<file path="config.mk">
export PLATFORM = sky130hd
export DESIGN_NAME = program_loader
export DESIGN_NICKNAME = d
export VERILOG_FILES = /design/src/rtl/program_loader.sv
export SDC_FILE = /design/constraint.sdc
export NUM_CORES = 1
export LEC_CHECK = 0
export ABC_AREA = 1
export CAP_MARGIN = 0
export CORE_UTILIZATION = 30
export CTS_CLUSTER_DIAMETER = 120
export CTS_CLUSTER_SIZE = 16
export DETAILED_ROUTE_END_ITERATION = 8
export DONT_BUFFER_PORTS = 1
export GPL_ROUTABILITY_DRIVEN = 0
export SLEW_MARGIN = 40
export SYNTH_ARGS = -nofsm -noshare
export SYNTH_HDL_FRONTEND = slang
export SYNTH_SLANG_ARGS = --single-unit
</file>
<file path="constraint.sdc">
create_clock -name clk -period 1.7 [get_ports clk]
set_input_delay 0.34 -clock clk [delete_from_list [all_inputs] [get_ports clk]]
set_output_delay 0.34 -clock clk [all_outputs]
set_load 0.02 [all_outputs]
</file>
<file path="src/rtl/program_loader.sv">
// rtl/program_loader.sv - byte-stream loaded instruction store that releases the processor once full
module program_loader #(
    parameter int ADDR_W = 3,
    parameter int DATA_W = 32
) (
    input  logic              clk,
    input  logic              rst_n,
    input  logic              load_start,
    input  logic [7:0]        byte_in,
    input  logic              byte_valid,
    output logic              byte_ready,
    input  logic [ADDR_W-1:0] address,
    output logic [DATA_W-1:0] instruction,
    output logic              cpu_run,
    output logic              load_done
);

    localparam int DEPTH = 1 << ADDR_W;

    typedef enum logic [1:0] {
        IDLE = 2'd0,
        LOAD = 2'd1,
        RUN  = 2'd2
    } state_t;

    state_t            state;
    state_t            state_nxt;
    logic [ADDR_W-1:0] wr_addr;
    logic [1:0]        byte_cnt;
    logic [23:0]       asm_word;
    logic [DATA_W-1:0] mem [DEPTH];
    logic              load_done_q;

    logic accept;
    logic word_done;
    logic last_word;

    // A restart in the same cycle as a valid byte wins; that byte is dropped.
    assign accept    = (state == LOAD) && byte_valid && !load_start;
    assign word_done = accept && (byte_cnt == 2'd3);
    assign last_word = word_done && (&wr_addr);

    always_ff @(posedge clk or negedge rst_n) begin
        if (!rst_n) begin
            state <= IDLE;
        end else begin
            state <= state_nxt;
        end
    end

    always_comb begin
        state_nxt = state;
        case (state)
            IDLE: if (load_start) state_nxt = LOAD;
            LOAD: if (last_word)  state_nxt = RUN;
            RUN:  if (load_start) state_nxt = LOAD;
            default: state_nxt = IDLE;
        endcase
    end

    always_ff @(posedge clk or negedge rst_n) begin
        if (!rst_n) begin
            wr_addr     <= '0;
            byte_cnt    <= '0;
            asm_word    <= '0;
            load_done_q <= 1'b0;
            for (int i = 0; i < DEPTH; i++) begin
                mem[i] <= '0;
            end
        end else begin
            load_done_q <= last_word;
            if (load_start) begin
                wr_addr  <= '0;
                byte_cnt <= '0;
            end else if (accept) begin
                if (word_done) begin
                    mem[wr_addr] <= {byte_in, asm_word};
                    wr_addr      <= wr_addr + ADDR_W'(1);
                    byte_cnt     <= '0;
                end else begin
                    asm_word[{byte_cnt, 3'b000} +: 8] <= byte_in;
                    byte_cnt                          <= byte_cnt + 2'd1;
                end
            end
        end
    end

    // A halted processor fetches zero (NOP) whatever address it drives.
    assign byte_ready  = (state == LOAD);
    assign cpu_run     = (state == RUN);
    assign instruction = cpu_run ? mem[address] : '0;
    assign load_done   = load_done_q;

endmodule

</file>
==> impl_metrics.csv <==
group,metric,value,unit
clock_network,clk_pin_slew,80,ps
status,status,"finished with violations",
critical_path,critPathMaxFanout,7,
clock_network,tritoncts,"built",
finish,final_nets,2285,
routing,firstDrtPassIters,5,
floorplanning,io_pins,50,
grt,antenna_found_initial,2,
logic_synthesis,avgSynthCellArea,6.98,um2
timing,timing.final.crit_share,125,%
timing,relSlewSlack,23.2,%
logic_synthesis,synth_enable_flop_cells,0,
critical_path,start_kind,"flip-flop",
finish,syn_to_final_growth,28.8,%
floorplanning,die_x,230,um
pwr,p_leak,10.3,nW
routing,drc,0,
logic_synthesis,ys_top_cells_by_area,"dfrtp_1 (46%), nand2_1 (22%), nand4_1 (10%)",
finish,n_antenna_cell,0,
routing,wl_met1,25400,um
routing,avgRoutedWirePerCell,20.1,um
logic_synthesis,syn_inst,2238,
logic_synthesis,synth.most_common_cell,"nand2_1",
clock_network,clk_latency,540,ps
finish,postLayoutCellArea,0.0201,mm2
logic_synthesis,ys_types,18,
pwr,p_sw_share,32.9,%
logic_synthesis,yosys_warnings,0,
routing,drtIter0Drc,1743,
pwr,clock_power_share,29.9,%
logic_synthesis,synthFlopType,"dfrtp_1",
grt,grt_remaining_overflow,0,
pwr,seqPwrFrac,50.7,%
logic_synthesis,yosys-top-cells-count,"nand2_1 (910), dfrtp_1 (288), inv_1 (275)",
floorplanning,start_util,30.4,%
critical_path,cp-end-kind,"output pin",
grt,first_global_vias,14100,
pwr,finalPower,0.0157,W
placement,port-buffer-count,0,
min_path,hp-class,"in -> async",
critical_path,critPathArrivalTime,1780,ps
timing,setup_viol,312,
placement,dp_cells,2834,
routing,wl_met3,6260,um
floorplanning,dieArea,0.0530,mm2
timing,clock_skew,7.85,ps
floorplanning,die_h,230,um
finish,fin_cells,2941,
pwr,power_frac_comb,19.4,%
grt,grt_usage,19.8,%
timing,setup_slack,-419,ps
logic_synthesis,syn-num-nets,2260,
logic_synthesis,synth_top_area_cell,"dfrtp_1",
critical_path,crit_required,1360,ps
timing,whs,-503,ps
status,violations,"negative hold slack, negative setup slack",
logic_synthesis,synth-seq-cells,288,
clock_network,clockBufferDepth,3,
critical_path,reg2reg_depth,11,
routing,ant_nets,0,
placement,place_area,0.0168,mm2
logic_synthesis,mappedNetlistArea,0.0156,mm2
timing,hold_viol_final,288,
timing,maxSlewViolCount,0,
critical_path,path_class,"reg -> out",
pwr,max-vdd-ir-drop,765,uV
finish,drive_gt1_share,16.6,%
pwr,switchingPower,0.00518,W
critical_path,rrSetupSlack,-320,ps
timing,fmaxAchievable,472,MHz
clock_network,cts-hold-fix-buffers,9,
logic_synthesis,synth_top_area_share,46.1,%
routing,met2_length,26100,um
floorplanning,rows,83,
routing,routed_via_density,5.32,
routing,top_layer_used,"met5",
routing,drt_wl_total,59200,um
clock_network,cts_made_buffers,21,
timing,tightest_slew,1150,ps
logic_synthesis,synthArstFlopShare,100,%
logic_synthesis,seq_area_frac_synth,46.1,%
critical_path,regToRegStartpoint,"state[1]",
timing,rsz0062_at_grt,"true",
timing,post-route-min-period,2120,ps
grt,grt_pass1_wl,82900,um
timing,tns,-63200,ps
clock_network,root_buffer,"clkbuf_16",
placement,dpl.hpwl,28900,um
flow_run,max_cap_violations,0,
grt,grt_max_degree,289,
critical_path,timing.rr.end,"mem[89]",
clock_network,h-tree-depth,1,
pwr,internal_power,0.0106,W
pwr,p_per_area,782,mW/mm2
clock_network,cts.sinks,288,
routing,via_count,15600,
floorplanning,core_area,0.0514,mm2
[worst max-delay path by stage]
| stage | start | to | slack (ps) | cells past startpoint |
|---|---|---|---|---|
| CTS | state[0] | instruction[1] | -440 | 9 |
| detailed placement | state[0] | instruction[0] | -40 | 7 |
| global placement | address[0] | instruction[19] | -50 | 9 |
| global route | state[0] | instruction[1] | -430 | 8 |
| floorplan | address[1] | instruction[10] | 60 | 6 |
| finish | state[0] | instruction[19] | -420 | 8 |
[power groups by stage]
stage          logic (W)  clock network, W  registers, W
5_1_grt          0.00329           0.00497       0.00802
3_5_place_dp     0.00217                 0       0.00807
6_report         0.00305           0.00471       0.00797
2_1_floorplan    0.00205                 0       0.00747
4_1_cts          0.00236           0.00476       0.00794
3_3_place_gp     0.00214                 0       0.00806
[logic make-up (layout without fill, tap and decap cells)]
| group | after synthesis | in the layout | synth area share (%) |
|---|---|---|---|
| compound gates | 2 | 2 | 0.0721 |
| flops | 288 | 288 | 46.1 |
| buf+inv | 475 | 498 | 12.1 |
| simple gates | 1466 | 1466 | 41.1 |
| fa+ha+maj | 7 | 7 | 0.561 |
[sequential cells by signal (all words and copies together), names as in the netlist]
register / cells
asm_word: 24
byte_cnt: 2
load_done: 1
state: 2
wr_addr: 3
mem: 256
[through the flow]
stage	hold slack [ps]	util, %	setup slack (ps)
3_3_place_gp	57.4	32.7	-48.6
6_report	-503	39.1	-419
2_1_floorplan	44.4	-	62.8
3_5_place_dp	53.1	32.7	-42.4
4_1_cts	-517	35.6	-442
5_1_grt	-520	39.1	-432
[final cells by class]
class                           count  area (um2)
Timing Repair Buffer              197        3020
Sequential cell                   288        7210
Tap cell                          680         851
Inverter                          280        1060
Clock buffer                       21         526
Fill cell                        5176       31300
Multi-Input combinational cell   1475        7440
[cell usage in the layout (no fill, tap or decap), drive strengths merged]
cell / instances
buf: 158
nand3: 201
o21ai: 1
dlygate4sd3: 9
nand2: 910
nand4: 256
nor2: 98
clkbuf: 51
ha: 7
nor3: 1
inv: 280
dfrtp: 288
o22ai: 1
[critical path, cell delays in order (launching register included)]
cell	delay [ps]
dfrtp_1	400
inv_2	80
nand2_4	70
inv_8	80
buf_12	160
buf_12	110
nand2_4	50
nor2_4	140
buf_6	140
[metal layers]
layer  up-vias  global-route usage (%)
met4         4                    4.28
li1       7086                       -
met5         -                       0
met1      7657                    28.8
met3       107                    3.39
met2       793                    30.5
[timing repair]
| action | in CTS | in global routing |
|---|---|---|
| gates cloned | 6 | 45 |
| pin swaps | 37 | 75 |
| endpoints found under the hold margin | 354 | 288 |
| endpoints found under the setup margin | 39 | 318 |
| resized for setup | 158 | 205 |
| setup buffers | 10 | 24 |
Note: power is estimated with default switching activity, not from simulation.
